### config.mk
export PLATFORM = sky130hd
export DESIGN_NAME = ts_frame_arbiter
export DESIGN_NICKNAME = d
export VERILOG_FILES = /design/src/rtl/ts_frame_arbiter.sv
export SDC_FILE = /design/constraint.sdc
export NUM_CORES = 1
export LEC_CHECK = 0
export ABC_AREA = 1
export CAP_MARGIN = 15
export CORE_AREA = 3 3 148 150
export DETAILED_ROUTE_END_ITERATION = 6
export DIE_AREA = 0 0 151 153
export PLACE_DENSITY = 0.66
export SYNTH_ARGS = -nofsm -noshare
export SYNTH_HDL_FRONTEND = slang
export SYNTH_SLANG_ARGS = --single-unit
### constraint.sdc
create_clock -name clk -period 4.2 [get_ports clk]
set_input_delay 0.84 -clock clk [delete_from_list [all_inputs] [get_ports clk]]
set_output_delay 0.84 -clock clk [all_outputs]
set_load 0.02 [all_outputs]
### src/rtl/ts_frame_arbiter.sv
// Round-robin frame arbiter: grants one TS source at a time and forwards its frame (sof..eof).
// Define TS_ARB_STAT_EN to add the frame_cnt / miss_cnt statistics outputs.
module ts_frame_arbiter #(
  parameter int NUM_SRC    = 4,
  parameter int GRANT_WAIT = 4,
  parameter int GAP_CYCLES = 2
) (
  input  logic                   clk,
  input  logic                   reset,
  input  logic [64*NUM_SRC-1:0]  src_data,
  input  logic [8*NUM_SRC-1:0]   src_mask,
  input  logic [NUM_SRC-1:0]     src_en,
  input  logic [NUM_SRC-1:0]     src_sof,
  input  logic [NUM_SRC-1:0]     src_eof,
  output logic [NUM_SRC-1:0]     src_hold,
  input  logic                   tx_over_full,
  output logic [63:0]            ts_dout,
  output logic [7:0]             ts_mask,
  output logic                   ts_dout_en,
  output logic                   ts_sof,
  output logic                   ts_eof,
  output logic [2:0]             cur_src,
`ifdef TS_ARB_STAT_EN
  output logic                   drop_err,
  output logic [31:0]            frame_cnt,
  output logic [15:0]            miss_cnt
`else
  output logic                   drop_err
`endif
);

  localparam logic [2:0] LAST_SRC = 3'(NUM_SRC - 1);
  localparam logic [3:0] GW       = 4'(GRANT_WAIT);
  localparam logic [3:0] GC       = 4'(GAP_CYCLES);

  typedef enum logic [2:0] {
    S_IDLE,
    S_GRANT,
    S_WAIT_SOF,
    S_STREAM,
    S_GAP
  } state_t;

  state_t             r_state;
  logic [2:0]         r_ptr;
  logic [2:0]         r_cur;
  logic [3:0]         r_wcnt;
  logic [3:0]         r_gcnt;
  logic [NUM_SRC-1:0] r_hold;
  logic [63:0]        r_dout;
  logic [7:0]         r_mask;
  logic               r_en;
  logic               r_sof;
  logic               r_eof;
  logic               r_drop;
`ifdef TS_ARB_STAT_EN
  logic [31:0]        r_frame_cnt;
  logic [15:0]        r_miss_cnt;
`endif

  logic [63:0]        w_sel_data;
  logic [7:0]         w_sel_mask;
  logic               w_sel_en;
  logic               w_sel_sof;
  logic               w_sel_eof;
  logic [NUM_SRC-1:0] w_ok;
  logic [NUM_SRC-1:0] w_grant_hold;
  logic               w_window;
  logic               w_drop;
  logic               w_fwd;
  logic [2:0]         w_next;

  always_comb begin
    w_sel_data   = '0;
    w_sel_mask   = '0;
    w_sel_en     = 1'b0;
    w_sel_sof    = 1'b0;
    w_sel_eof    = 1'b0;
    w_ok         = '0;
    w_grant_hold = '1;
    w_window     = (r_state == S_WAIT_SOF) || (r_state == S_STREAM);
    for (int unsigned i = 0; i < NUM_SRC; i++) begin
      if (r_cur == 3'(i)) begin
        w_sel_data = src_data[64*i +: 64];
        w_sel_mask = src_mask[8*i +: 8];
        w_sel_en   = src_en[i];
        w_sel_sof  = src_sof[i];
        w_sel_eof  = src_eof[i];
        w_ok[i]    = w_window;
      end
      if (r_ptr == 3'(i)) w_grant_hold[i] = 1'b0;
    end
  end

  // Any beat outside the selected source's open window is discarded and flagged.
  assign w_drop = |(src_en & ~w_ok);
  assign w_fwd  = w_sel_en && ((r_state == S_STREAM) ||
                               ((r_state == S_WAIT_SOF) && w_sel_sof));
  assign w_next = (r_cur == LAST_SRC) ? '0 : r_cur + 3'd1;

  always_ff @(posedge clk or posedge reset) begin
    if (reset) begin
      r_state     <= S_IDLE;
      r_ptr       <= '0;
      r_cur       <= '0;
      r_wcnt      <= '0;
      r_gcnt      <= '0;
      r_hold      <= '1;
      r_dout      <= '0;
      r_mask      <= '0;
      r_en        <= 1'b0;
      r_sof       <= 1'b0;
      r_eof       <= 1'b0;
      r_drop      <= 1'b0;
`ifdef TS_ARB_STAT_EN
      r_frame_cnt <= '0;
      r_miss_cnt  <= '0;
`endif
    end else begin
      r_en  <= w_fwd;
      r_sof <= w_fwd & w_sel_sof;
      r_eof <= w_fwd & w_sel_eof;
      if (w_fwd) begin
        r_dout <= w_sel_data;
        r_mask <= w_sel_mask;
      end
      if (w_drop) r_drop <= 1'b1;
`ifdef TS_ARB_STAT_EN
      if (w_fwd && w_sel_eof) r_frame_cnt <= r_frame_cnt + 32'd1;
`endif
      unique case (r_state)
        S_IDLE: begin
          if (!tx_over_full) begin
            r_state <= S_GRANT;
            r_cur   <= r_ptr;
            r_hold  <= w_grant_hold;
          end
        end
        // Pointer advances on every grant, so hits and misses rotate identically.
        S_GRANT: begin
          r_hold  <= '1;
          r_ptr   <= w_next;
          r_wcnt  <= 4'd1;
          r_state <= S_WAIT_SOF;
        end
        S_WAIT_SOF: begin
          if (w_fwd) begin
            r_gcnt  <= 4'd1;
            r_state <= w_sel_eof ? S_GAP : S_STREAM;
          end else if (r_wcnt >= GW) begin
            r_state <= S_IDLE;
`ifdef TS_ARB_STAT_EN
            if (r_miss_cnt != 16'hFFFF) r_miss_cnt <= r_miss_cnt + 16'd1;
`endif
          end else begin
            r_wcnt <= r_wcnt + 4'd1;
          end
        end
        S_STREAM: begin
          if (w_fwd && w_sel_eof) begin
            r_gcnt  <= 4'd1;
            r_state <= S_GAP;
          end
        end
        S_GAP: begin
          if (r_gcnt >= GC) r_state <= S_IDLE;
          else              r_gcnt  <= r_gcnt + 4'd1;
        end
        default: r_state <= S_IDLE;
      endcase
    end
  end

  assign src_hold   = r_hold;
  assign ts_dout    = r_dout;
  assign ts_mask    = r_mask;
  assign ts_dout_en = r_en;
  assign ts_sof     = r_sof;
  assign ts_eof     = r_eof;
  assign cur_src    = r_cur;
  assign drop_err   = r_drop;
`ifdef TS_ARB_STAT_EN
  assign frame_cnt  = r_frame_cnt;
  assign miss_cnt   = r_miss_cnt;
`endif

endmodule

After elaboration in Yosys (flattened, before gate mapping)
Cells that the tools add are included.
Widths: inputs -> output; s select.
Cells by class
  magnitude comparators: 2
  eq/ne operators: 18
  bitwise operators: 5
  $add $sub $neg: 3
  mux-type cells: 45
  reduce and logical (&&, ||, !) cells: 17
Operator list (number)
  $mux 64: 4
  $mux 8: 4
  $mux 4: 6
  $mux 3: 7
  $mux 1: 20
  $eq 3x2->1 const B: 6
  $pmux 4 s2: 2
  $pmux 3 s5: 1
  $ne 2x2->1 const B: 6
  $pmux 4 s3: 1
  $eq 3x1->1 const B: 3
  $logic_not 3->1: 3
  $add 4x1->4 const B: 2
  $reduce_and 4->1: 2
  $and 4x4->4: 1
  $ge 4x2->1 const B: 1
  $ge 4x3->1 const B: 1
  $not 4->4: 1
  $reduce_and 2->1: 2
  $reduce_bool 2->1: 2
  $reduce_or 4->1: 1
  $add 3x1->3 const B: 1
  $eq 3x3->1 const B: 1
  $logic_and 1x1->1: 3
  other kinds (7): 9
Word-level totals
  register bits after elaboration: 97
  logic and storage cells: 102
  output and inout bits: 83

Longest topological paths before layout
Gate-level depths: netlist of the first run.
  depth after elaboration: 11
  depth in mapped cells: 18
  gate-level depth less buffers: 15

Least setup slack after synthesis of the first run
No wires, ideal clock.
  kind: register -> register
  from: register r_cur[0], in the netlist cur_src[0]
  to: register r_dout[10], in the netlist ts_dout[10]
  arrival time: 1.900 ns
  cell stages (with the launch flop): 16
  slack: 2.168 ns
  library setup time: 0.132 ns
  buffers on the path: 3
  period minus slack after synthesis: 2.032 ns
  cell sequence: dfrtp_1 -> inv_1 -> ha_1 -> inv_1 -> nor2_1 -> buf_4 -> nand2_1 -> nand2_1 -> inv_1 -> nand2_1 -> nand2_1 -> inv_2 -> nand2_2 -> buf_6 -> clkbuf_1 -> o21ai_1
Between the ends
  longest elaborated chain between the ends: 8
RTL lines
  start, declared: line 46  | logic [2:0] r_cur;
  start signal, assigned: line 135  | r_cur <= r_ptr;
  $logic_not 3->1: line 83  | if (r_cur == 3'(i)) begin
  $mux 1 (4 in a row): line 83
  $logic_and 1x1->1: line 98  | ((r_state == S_WAIT_SOF) && w_sel_sof));
  $logic_or 1x1->1: line 97  | assign w_fwd = w_sel_en && ((r_state == S_STREAM) ||
  $logic_and 1x1->1: line 97
  end signal, assigned: line 124  | r_dout <= w_sel_data;
  end, declared: line 50  | logic [63:0] r_dout;
Several ways; a longest one is shown, not always the timed one.
A chain may end at the register's enable or synchronous reset.

Worst setup path after layout of the first run
  from: register r_cur[0], in the netlist cur_src[0]
  to: register r_mask[4], in the netlist ts_mask[4]
Between the ends
  longest elaborated chain between the ends: 8
RTL lines
  $logic_not 3->1: line 83
  $mux 1 (4 in a row): line 83
  $logic_and 1x1->1: line 98
  $logic_or 1x1->1: line 97
  $logic_and 1x1->1: line 97
  end signal, assigned: line 125  | r_mask <= w_sel_mask;
  end, declared: line 51  | logic [7:0] r_mask;
Several ways; a longest one is shown, not always the timed one.

==> results of run 1 <==
stage by stage:
stage	area, µm²	hold slack (ns)	worst slack (ns)
after global placement	10200	0.465	1.35
final	10500	0.485	1.44
after global routing	10500	0.508	1.09
after detailed placement	10200	0.473	1.28
after floorplan	6220	0.457	0.833
after CTS	10500	0.490	1.38
per-layer routing:
metal | wire length [µm] | vias to the layer above | global-route usage (%)
li1 | - | 3653 | -
met1 | 9810 | 3119 | 24.3
met2 | 12300 | 253 | 35.7
met3 | 1760 | 29 | 5.04
met4 | 553 | 0 | 6.52
met5 | 0 | - | 0
power by group through the flow:
stage / Clock (mW) / Combinational (mW) / Sequential (mW)
floorplan: 0 / 2.52 / 1.92
global placement: 0 / 4.55 / 1.56
detailed placement: 0 / 4.59 / 1.57
CTS: 0.827 / 4.60 / 1.56
global route: 0.866 / 5.07 / 1.61
finish: 0.805 / 4.52 / 1.56
cell usage after synthesis (all sizes together):
master	number
a41oi	2
nor2	91
o211ai	72
a31oi	2
xnor2	1
o21ai	155
o31ai	2
dfstp	4
nand2	202
nor3	1
nand3	13
and2	2
dfrtp	93
and3	1
or2	3
nor4	1
ha	7
a21oi	74
inv	106
nand4	4
clkbuf	35
buf	28
kinds of logic (layout without fill, tap and decap cells):
logic type	count (synthesis)	in the layout	synth area share, %
AND/OR/NAND/NOR	318	318	20.0
AO/OA/AOI/OAI	307	307	27.9
buffers and inverters	169	518	11.4
flip-flops	97	97	39.1
adder cells (fa/ha/maj)	7	7	1.41
XOR/XNOR	1	1	0.141
cells in the final DEF (no fill, tap or decap):
| cell type | instances |
|---|---|
| clkdlybuf4s50_1 | 385 |
| nand2_1 | 198 |
| o21ai_0 | 114 |
| inv_1 | 103 |
| dfrtp_1 | 93 |
| nor2_1 | 89 |
| a21oi_1 | 74 |
| o211ai_1 | 72 |
| o21ai_1 | 40 |
| nand3_1 | 13 |
| clkbuf_16 | 9 |
| buf_4 | 9 |
| ha_1 | 7 |
| nand4_1 | 4 |
| dfstp_2 | 4 |
| inv_2 | 2 |
| nor2_4 | 2 |
| nand2_4 | 2 |
| nand2_2 | 2 |
| a41oi_1 | 2 |
| or2_2 | 2 |
| and2_1 | 2 |
| o31ai_1 | 2 |
| a31oi_1 | 2 |
| clkinv_2 | 2 |
| clkbuf_8 | 2 |
| clkinv_4 | 2 |
| buf_12 | 2 |
| or2_1 | 1 |
| nor3_1 | 1 |
| nor4_1 | 1 |
| o21ai_2 | 1 |
| inv_4 | 1 |
| and3_1 | 1 |
| xnor2_1 | 1 |
| clkbuf_1 | 1 |
worst reg2reg max path: stages (launching register included):
cell and delay [ns]:
dfrtp_1 0.44, inv_1 0.12, ha_1 0.21, inv_1 0.05, nor2_1 0.18, nand2_2 0.58, buf_4 0.44, nor2_1 0.10
a21oi_1 0.05, o211ai_1 0.18, o21ai_0 0.15, o21ai_0 0.18
sequential cells by signal, summed over array words and instances (netlist names):
register,cells
ts_dout,64
ts_mask,8
r_gcnt,4
r_wcnt,4
src_hold,4
cur_src,3
r_ptr,3
r_state,3
drop_err,1
ts_dout_en,1
ts_eof,1
ts_sof,1
how the worst max path moves through the flow:
stage | start | cells after the start | slack [ns] | endpoint
after floorplan | reset | 1 | 0.83 | cur_src[0]
after global placement | src_sof[3] | 7 | 1.35 | ts_dout[61]
after detailed placement | src_sof[0] | 10 | 1.28 | ts_dout[56]
after CTS | cur_src[0] | 11 | 1.38 | ts_dout[30]
after global routing | cur_src[0] | 11 | 1.09 | ts_mask[4]
final | cur_src[0] | 11 | 1.44 | ts_mask[4]
layout make-up:
cell class,instances,share of cell area [%]
repair buffers,396,37.6
clock buffers,12,2.44
clock inverters,4,0.261
inverters,106,3.80
flip-flops and latches,97,23.1
multi-input cells,633,29.5
well taps,275,3.27
==> results.ini, run 1 <==
[run_status]
status=finished clean

[placement]
dp_hpwl_um=19100
io_buffers=385
placed_cells=1507
gp_congestion=0.855

[clock_tree]
clk_pin_slew_ns=0.07
cts_made_buffers=9
cts_resized=0
cts_root_buf=clkbuf_16
cts_tree=yes
clock_latency_ns=0.35
h-tree-depth=3
holdBufCountCts=0
post_cts_buffers=0
cts_buffer_depth=2
cts.sinks=97

[grt]
grt_max_degree=83
grt_pass1_vias=6797
track_usage_pct=20.4
grt_pass1_wl_um=36800
grt_antenna_before_repair=0
overflow=0

[setup_path]
r2r_cells=11
r2r_slack_ns=1.44
path_cells=inv_1, ha_1, inv_1, nor2_1, nand2_2, buf_4, nor2_1, a21oi_1, o211ai_1, o21ai_0, o21ai_0
end_kind=flop
cp.required_ns=4.46
cp.arrival_ns=3.02
worst-setup-path-type=reg2reg
slowest_delay_ns=0.58
cp_top_family=simple AND/OR/NAND/NOR gates
slowest_stage=nand2_2
startpoint_type=flop
cp_max_fo=39
worstReg2RegStart=cur_src[0]
worstReg2RegEnd=ts_mask[4]
critPathBufInv=3

[timing]
slew-limit-headroom_pct=34.6
drv_slew=0
hold_viol_final=0
tns_ns=0
skew_ns=0.00942
worstMarginPinSlew_ns=0.978
rsz0062_at_grt=false
fin_crit_sh_pct=65.8
period_needed_ns=2.76
clock.fmax_mhz=362
finalSetupViolCount=0

[cells_and_area]
multi_input_area_um2=3110
num-fill-cells=2073
final_util_pct=50.6
stdcell_count=1523
antenna_cells=0
layout-drive-gt1-share_pct=3.37
area_growth_pct=69.3
nets=1553
seq_area_um2=2430

[synth]
syn-instance-count=899
ys_seq_area_share_pct=39.1
syn_avg_cell_area_um2=6.92
ys_warn_count=0
synth_area_leader_cell=dfrtp_1
syn_nets=1209
synthTopCellsByArea=dfrtp_1 37%, nand2_1 12%, o21ai_0 9.2%
syn_area_um2=6220
synth_top_area_share_pct=37.4
ys_ff_latch=97
ys_types=31

[floorplanning]
die_w_um=151
dieArea_um2=23100
ioPinCount=386
num_rows=53
start_util_pct=29.9
fp.dieH_um=153
coreArea_um2=20800

[power]
total_leakage_power_nw=4.59
total_power_mw=6.88
swShare_pct=48.6
net-switching-power_mw=3.34
ir_worst_vdd_v=0.000392
power_density_nw_per_um2=654
comb_power_share_pct=65.6
p_clk_share_pct=11.7
power.internal_mw=3.54
seq_power_share_pct=22.7

[hold_path]
hold_path.class=reg2reg
min-delay-start=ts_dout[61]
worstHoldPathCells=2
hold_path_end=ts_dout[61]

[drt]
drt_first_iter_violations=353
avgRoutedWirePerCell_um=16.0
antenna_left=0
drt_wl_total_um=24400
detail_route.vias_per_cell=4.63
drt_pass1_iterations=5
drc_errors=0
num_vias=7054

[job]
cap_violations=0

No activity file was read; power rests on OpenSTA's default activity.
==> run 2, diff against run 1 <==
- PLACE_DENSITY: 0.66 -> 0.69
- clock period: 4.2 -> 2.3 ns (I/O delays scaled with it)
==> results.ini, run 2 (synthesis results as in run 1) <==
[timing]
fin_crit_sh_pct=92.2  ; was 65.8%
period_needed_ns=2.12  ; was 2.76 ns
slew-limit-headroom_pct=63.7  ; was 34.6%
worstMarginPinSlew_ns=0.545  ; was 0.978 ns
finalSetupViolCount=0  ; unchanged
clock.fmax_mhz=471  ; was 362 MHz
drv_slew=0  ; unchanged
skew_ns=0.0104  ; was 0.00942 ns
tns_ns=0  ; unchanged
hold_viol_final=0  ; unchanged

[floorplanning]
fp.dieH_um=153  ; unchanged
ioPinCount=386  ; unchanged
start_util_pct=29.9  ; unchanged
coreArea_um2=20800  ; unchanged
die_w_um=151  ; unchanged
num_rows=53  ; unchanged
dieArea_um2=23100  ; unchanged

[drt]
drt_wl_total_um=24900  ; was 24,400 µm
drt_pass1_iterations=4  ; was 5
num_vias=7238  ; was 7,054
avgRoutedWirePerCell_um=16.3  ; was 16.0 µm
drc_errors=0  ; unchanged
drt_first_iter_violations=357  ; was 353
antenna_left=0  ; unchanged
detail_route.vias_per_cell=4.73  ; was 4.63

[grt]
grt_pass1_vias=6838  ; was 6,797
grt_pass1_wl_um=37400  ; was 36,800 µm
grt_antenna_before_repair=2  ; was 0
overflow=0  ; unchanged
grt_max_degree=99  ; was 83
track_usage_pct=20.7  ; was 20.4%

[setup_path]
critical_path_depth=14  ; was 11
startpoint_type=flop  ; unchanged
cp.required_ns=2.53  ; was 4.46 ns
critPathBufInv=3  ; unchanged
cp.arrival_ns=2.36  ; was 3.02 ns
slowest_delay_ns=0.43  ; was 0.58 ns
slowest_stage=dfrtp_1  ; was nand2_2
cp_max_fo=6  ; was 39
worst-setup-path-type=reg2reg  ; unchanged
end_kind=flop  ; unchanged
r2r_slack_ns=0.18  ; was 1.44 ns
crit_top_cell=nand2_1
r2r_cells=14  ; was 11
cp_top_family=simple AND/OR/NAND/NOR gates  ; unchanged
path_cells=inv_1, ha_1, inv_1, nor2_4, nand2_1, nand2_1, inv_1, nand2_1, nand2_1, nand2_1, nand3_1, nand2_2, nand3_1, and2_1  ; was inv_1, ha_1, inv_1, nor2_1, nand2_2, buf_4, nor2_1, a21oi_1, o211ai_1, o21ai_0, o21ai_0

[clock_tree]
cts_tree=yes  ; unchanged
cts_buffer_depth=2  ; unchanged
cts.sinks=97  ; unchanged
cts_made_buffers=9  ; unchanged
clock_latency_ns=0.35  ; about the same
cts_root_buf=clkbuf_16  ; unchanged
h-tree-depth=3  ; unchanged
clk_pin_slew_ns=0.07  ; about the same

[power]
net-switching-power_mw=6.15  ; was 3.34 mW
comb_power_share_pct=66.3  ; was 65.6%
p_clk_share_pct=12.0  ; was 11.7%
power.internal_mw=6.91  ; was 3.54 mW
swShare_pct=47.1  ; was 48.6%
seq_power_share_pct=21.7  ; was 22.7%
total_leakage_power_nw=4.67  ; was 4.59 nW
ir_worst_vdd_v=0.000768  ; was 0.000392 V
power_density_nw_per_um2=1220  ; was 654 nW/µm²

[cells_and_area]
final_util_pct=51.6  ; was 50.6%
antenna_cells=0  ; unchanged
final_cell_mix=385 x clkdlybuf4s50_1, 197 x nand2_1, 113 x o21ai_0  ; was 385 x clkdlybuf4s50_1, 198 x nand2_1, 114 x o21ai_0
largest_reg_flops=64  ; unchanged
multi_input_area_um2=3110  ; about the same
seq_area_um2=2430  ; unchanged
layout_commonest_cell=clkdlybuf4s50_1  ; unchanged
stdcell_count=1530  ; was 1,523
layout-drive-gt1-share_pct=4.22  ; was 3.37%
area_growth_pct=72.8  ; was 69.3%
nets=1560  ; was 1,553
num-fill-cells=2057  ; was 2,073

[run_status]
status=finished clean  ; unchanged

[hold_path]
worstHoldPathCells=2  ; unchanged
hold_path.class=reg2reg  ; unchanged

[placement]
dp_hpwl_um=19400  ; was 19,100 µm
placed_cells=1511  ; was 1,507
gp_congestion=0.894  ; was 0.855
io_buffers=385  ; unchanged

[job]
cap_violations=0  ; unchanged

[run 2: worst reg2reg max path, cell delays in order, from the launching register on]
cell,delay [ns]
dfrtp_1,0.43
inv_1,0.11
ha_1,0.17
inv_1,0.07
nor2_4,0.18
nand2_1,0.09
nand2_1,0.06
inv_1,0.04
nand2_1,0.06
nand2_1,0.06
nand2_1,0.11
nand3_1,0.15
nand2_2,0.16
nand3_1,0.15
and2_1,0.17
[run 2: worst paths after layout]
check / start / endpoint
worst max register to register: cur_src[0] / r_gcnt[3]
worst min register to register: ts_dout[43] / ts_dout[43]
min in group asynchronous: reset / ts_dout[59]
max in group asynchronous: reset / ts_dout[15]
worst max-delay path: cur_src[0] / r_gcnt[3]
worst min-delay path: ts_dout[43] / ts_dout[43]
[run 2: layer usage]
| metal | GRT usage [%] | routed length, µm | up-vias |
|---|---|---|---|
| met5 | 0 | 39 | - |
| met4 | 6.91 | 583 | 4 |
| met3 | 4.98 | 1730 | 41 |
| met2 | 36.2 | 12700 | 259 |
| met1 | 24.7 | 9920 | 3271 |
| li1 | - | - | 3663 |
[run 2: repair_timing]
item                                    in CTS  in global routing
hold buffers                                 0                  0
resized for setup                            0                  9
endpoints found under the setup margin       0                 52
setup buffers                                0                  3
[run 2: through the flow]
stage | hold WS [ns] | setup WS [ns] | total power [mW] | cell area (µm²)
2_1_floorplan | 0.457 | 0.268 | 8.10 | 6220
3_3_place_gp | 0.466 | 0.152 | 11.4 | 10400
3_5_place_dp | 0.472 | 0.0670 | 11.5 | 10400
4_1_cts | 0.490 | 0.0453 | 13.1 | 10700
5_1_grt | 0.502 | -0.0176 | 14.3 | 10700
6_report | 0.484 | 0.179 | 13.1 | 10700
[run 2: layout make-up]
class,instances,share of cell area [%]
clock inverters,4,0.477
flip-flops and latches,97,22.6
repair buffers,403,38.6
multi-input cells,633,29.0
clock buffers,12,2.39
well taps,275,3.20
inverters,106,3.74
[run 2: power by group through the flow]
stage / Sequential [mW] / Clock (mW) / Combinational, mW
5_1_grt: 2.93 / 1.71 / 9.65
2_1_floorplan: 3.50 / 0 / 4.60
6_report: 2.83 / 1.57 / 8.66
3_3_place_gp: 2.83 / 0 / 8.56
4_1_cts: 2.83 / 1.63 / 8.66
3_5_place_dp: 2.85 / 0 / 8.62
==> run 3, diff against run 2 <==
- CELL_PAD_IN_SITES_DETAIL_PLACEMENT: default -> 0
- CELL_PAD_IN_SITES_GLOBAL_PLACEMENT: default -> 1
- CORE_AREA: 3 3 148 150 -> default
- CORE_MARGIN: default -> 3
- CORE_UTILIZATION: default -> 22
- DIE_AREA: 0 0 151 153 -> default
- PLACE_DENSITY: 0.69 -> 0.76
==> results.ini, run 3 (synthesis results as in run 1) <==
[run_status]
status=finished clean  ; unchanged

[setup_path]
startpoint_type=flop  ; unchanged
critPathBufInv=3  ; unchanged
cp.arrival_ns=2.43  ; was 2.36 ns
slowest_stage=dfrtp_2  ; was dfrtp_1
crit_top_cell=inv_1  ; was nand2_1
cp_max_fo=37  ; was 6
path_cells=inv_1, ha_1, inv_1, nor2_2, nand2_2, buf_12, nor2_1, a21oi_1, o211ai_1, o21ai_1, o21ai_0  ; was inv_1, ha_1, inv_1, nor2_4, nand2_1, nand2_1, inv_1, nand2_1, nand2_1, nand2_1, nand3_1, nand2_2, nand3_1, and2_1
slowest_delay_ns=0.44  ; was 0.43 ns
cp.required_ns=2.57  ; was 2.53 ns
cp_top_family=compound AO/OA/AOI/OAI gates  ; was simple AND/OR/NAND/NOR gates
end_kind=flop  ; unchanged
worst-setup-path-type=reg2reg  ; unchanged

[clock_tree]
h-tree-depth=3  ; unchanged
cts_buffer_depth=2  ; unchanged
cts.sinks=97  ; unchanged
cts_made_buffers=9  ; unchanged
holdBufCountCts=0  ; unchanged
clk_pin_slew_ns=0.08  ; was 0.07 ns
clock_latency_ns=0.35  ; about the same
cts_tree=yes  ; unchanged
cts_root_buf=clkbuf_16  ; unchanged

[cells_and_area]
stdcell_count=1631  ; was 1,530
final_cell_mix=385 x clkdlybuf4s50_1, 197 x nand2_1, 113 x o21ai_0  ; unchanged
layout-drive-gt1-share_pct=4.45  ; was 4.22%
antenna_cells=0  ; unchanged
largest_reg_flops=64  ; unchanged
nets=1564  ; was 1,560
area_growth_pct=74.8  ; was 72.8%
layout_commonest_cell=clkdlybuf4s50_1  ; unchanged

[drt]
drt_first_iter_violations=305  ; was 357
num_vias=7085  ; was 7,238
avgRoutedWirePerCell_um=15.7  ; was 16.3 µm
drt_wl_total_um=25700  ; was 24,900 µm
drt_pass1_iterations=4  ; unchanged
detail_route.vias_per_cell=4.34  ; was 4.73
antenna_left=0  ; unchanged
drc_errors=0  ; unchanged

[timing]
worstMarginPinSlew_ns=0.473  ; was 0.545 ns
hold_viol_final=0  ; unchanged
fin_ws_ns=0.136  ; was 0.179 ns
tns_ns=0  ; unchanged
finalSetupViolCount=0  ; unchanged
fin_crit_sh_pct=94.1  ; was 92.2%
period_needed_ns=2.16  ; was 2.12 ns
rsz0062_at_grt=false
drv_slew=0  ; unchanged
skew_ns=0.0198  ; was 0.0104 ns
slew-limit-headroom_pct=68.4  ; was 63.7%
clock.fmax_mhz=462  ; was 471 MHz
fin_hold_ws_ns=0.482  ; was 0.484 ns

[placement]
io_buffers=385  ; unchanged
place_ws_ns=0.0306  ; was 0.0670 ns
gp_congestion=0.761  ; was 0.894
dp_hpwl_um=20100  ; was 19,400 µm
placed_cells=1612  ; was 1,511

[job]
cap_violations=0  ; unchanged

[floorplanning]
dieArea_um2=30300  ; was 23,100 µm²
coreArea_um2=27400  ; was 20,800 µm²
fp.dieH_um=174  ; was 153 µm
ioPinCount=386  ; unchanged
die_w_um=174  ; was 151 µm
num_rows=60  ; was 53
start_util_pct=22.7  ; was 29.9%

[grt]
grt_pass1_wl_um=39500  ; was 37,400 µm
overflow=0  ; unchanged
track_usage_pct=16.3  ; was 20.7%
grt_antenna_before_repair=1  ; was 2
grt_max_degree=76  ; was 99
grt_pass1_vias=7006  ; was 6,838

[power]
total_leakage_power_nw=4.68  ; was 4.67 nW
ir_worst_vdd_v=0.000701  ; was 0.000768 V
total_power_mw=13.0  ; was 13.1 mW
power_density_nw_per_um2=1200  ; was 1220 nW/µm²

[hold_path]
hold_path.class=in2async  ; was reg2reg

-- run 3: changes by cell type in the layout (fill, tap and decap cells not counted), sizes merged --
cell / delta
clkbuf: -2
bufinv: -1
buf: +4
clkinv: -2
inv: +5
-- run 3: metrics by stage --
stage / util [%] / instance area, µm²
4_1_cts: 39.5 / 10800
5_1_grt: 39.7 / 10900
6_report: 39.7 / 10900
3_3_place_gp: 38.5 / 10600
2_1_floorplan: - / 6220
3_5_place_dp: 38.5 / 10600
-- run 3: final timing paths --
check | startpoint | to | slack (ns) | depth (start not counted)
min in group clk | ts_dout[56] | ts_dout[56] | 0.49 | 2
worst min register to register | ts_dout[56] | ts_dout[56] | 0.49 | 2
worst max register to register | cur_src[0] | ts_mask[2] | 0.14 | 11
worst max-delay path | cur_src[0] | ts_mask[2] | 0.14 | 11
worst min-delay path | reset | ts_dout[59] | 0.48 | 2
max in group asynchronous | reset | ts_mask[3] | 1.23 | 3
-- run 3: per-layer routing --
| metal | part of all wire (%) | global-route usage, % | vias to the layer above | wire (µm) |
|---|---|---|---|---|
| li1 | - | - | 3663 | - |
| met1 | 43 | 20.3 | 3154 | 11100 |
| met2 | 49 | 28.5 | 253 | 12500 |
| met3 | 7.0 | 4.24 | 13 | 1790 |
| met4 | 0.99 | 3.52 | 2 | 254 |
| met5 | 0.051 | 0 | - | 13 |
-- run 3: final cells by class --
| class | instances | area [µm²] |
|---|---|---|
| sequential | 97 | 2430 |
| fill | 2806 | 16500 |
| inverter | 106 | 402 |
| clock inverter | 6 | 56.3 |
| tap | 372 | 465 |
| clock buffer | 10 | 229 |
| multi-input combinational | 633 | 3110 |
| timing repair buffer | 407 | 4180 |
-- run 3: worst reg2reg max path, stage by stage (launching register included) --
cell and delay (ns):
dfrtp_2 0.44, inv_1 0.11, ha_1 0.21, inv_1 0.06
nor2_2 0.14, nand2_2 0.14, buf_12 0.20, nor2_1 0.14
a21oi_1 0.05, o211ai_1 0.28, o21ai_1 0.16, o21ai_0 0.16
-- run 3: what timing repair did --
item / 4_1_cts / 5_1_grt
buffers inserted: 0 / 3
gates resized for setup: 1 / 5
pin swaps: 1 / 3
setup endpoints to repair: 1 / 58
gates cloned: 0 / 0
-- run 3: power breakdown --
part / internal (mW) / switching (mW) / leakage (nW) / total (mW)
combinational: 3.60 / 5.06 / 3.30 / 8.65
sequential: 2.41 / 0.429 / 1.24 / 2.84
clock: 0.764 / 0.751 / 0.138 / 1.51
total: 6.77 / 6.24 / 4.68 / 13.0
==> RTL edit, RTL diff (flow settings as in run 1) <==
Set the parameter `NUM_SRC` to 5 (it was 4).
--- a/src/rtl/ts_frame_arbiter.sv
+++ b/src/rtl/ts_frame_arbiter.sv
@@ -2,5 +2,5 @@
 // Define TS_ARB_STAT_EN to add the frame_cnt / miss_cnt statistics outputs.
 module ts_frame_arbiter #(
-  parameter int NUM_SRC    = 4,
+  parameter int NUM_SRC    = 5,
   parameter int GRANT_WAIT = 4,
   parameter int GAP_CYCLES = 2
Ports: changed (6 resized); port bits go from 386 to 462. The function was not compared with the original's and may differ.
==> RTL edit against run 1 <==
- sequential cell count rose by 1
- clock power fell by 7.5%
- synthesized area increased by 21%
- critical path depth unchanged
- power increased by 30%
- wire length rose by 30%
- final area grew 19%
- worst setup slack lost 0.044 ns
- critical path type unchanged
- critical endpoint is now ts_dout[8]
- largest power group unchanged
- highest routed layer is now met5
==> RTL edit: results (changes against run 1) <==
metric	value	unit	change
CP max stage delay	0.46	ns	-0.12 ns
Synth cell types	37		+19%
Synth top cells by count	nand2_1 (345), dfrtp_1 (93), nor2_1 (93), nand3_1 (84), o211ai_1 (72)		
number of global-route vias before repair	8033		+18%
FF-to-FF End	ts_dout[8]		
Leak	0.005052	uW	+10%
Iteration-0 DRC Markers	424		+20%
status	completed		
M1 WL	12.48	mm	+27%
Synth Area in Compound Gates	29.99	%	+2.1 points
layout cells sized above 1	6.865	%	+3.5 points
Pwr Total	8967	uW	+30%
gpl congestion	0.9054		+5.9%
CP Data Arrival Time	3.07	ns	+0.05 ns
FILL cells	1928		-7.0%
Syn Nets	1383		+14%
GR Overflow Total	0		unchanged
Place WS	1.134	ns	-0.1442 ns
Seq pwr share	19.1	%	-3.6 points
final net count	1794		+16%
XOR/XNOR Fraction of Synth Area	0.1164	%	-0.024 points
area occupied by multi-input gates	0.004539	sq mm	+46%
worst slew pin tran	0.8493	ns	-0.1284 ns
dpl cell area	0.01225	sq mm	+20%
final cell count without fillers	1688		+11%
Antenna diodes	0		unchanged
Gate power share	72.6	%	+7.0 points
Via density	4.985		+7.6%
Post-DP HPWL	25.59	mm	+34%
Reg2Reg Setup Slack	1.39	ns	-0.04 ns
max layer used	met5		
Psw	4470	uW	+34%
CP Max Fanout	65		+67%
Slowest cell on crit path	nand2_4		
Skew-Pair Late Insertion Delay	0.34	ns	
met2 WL	16.22	mm	+32%
PortBufs	461		+20%
Syn Area/Cell	7.545	sq um	+9.1%
antenna violations before repair	2		+2
Area contributors post-synth	dfrtp_1 (31%), nand2_1 (17%), a31oi_4 (14%), o211ai_1 (7.2%), nand3_1 (5.6%)		
clk_skew	0.006583	ns	-0.002834 ns
total track usage	26.45	%	+6.1 points
post-synthesis sequential area ratio	32.68	%	-6.4 points
met3 WL	2.324	mm	+32%
post-route setup slack	1.394	ns	-0.04401 ns
RTL edit: how the worst min path moves through the flow:
stage	end	slack [ns]	cells past startpoint
2_1_floorplan	r_state[1]	0.46	2
3_3_place_gp	src_hold[2]	0.48	2
3_5_place_dp	src_hold[0]	0.48	2
4_1_cts	src_hold[0]	0.49	2
5_1_grt	r_wcnt[3]	0.52	2
6_report	src_hold[0]	0.49	2
RTL edit: worst min-delay path: stages (launching register included):
cell     delay [ns]
dfstp_2        0.37
nand2_1        0.05
o21ai_0        0.07
RTL edit: per-layer routing:
metal  vias to the layer above  global-route usage (%)
met2                       306                   46.49
met1                      3834                   31.79
met4                         4                   7.642
li1                       4230                       -
met5                         -                       0
met3                        40                   6.552
RTL edit: final cells by class:
class | instances | share of cell area, %
multi-input combinational | 787 | 36.31
tap | 275 | 2.752
inverter | 34 | 1.121
timing repair buffer | 478 | 38.13
clock inverter | 1 | 0.04003
sequential | 98 | 19.67
clock buffer | 15 | 1.982
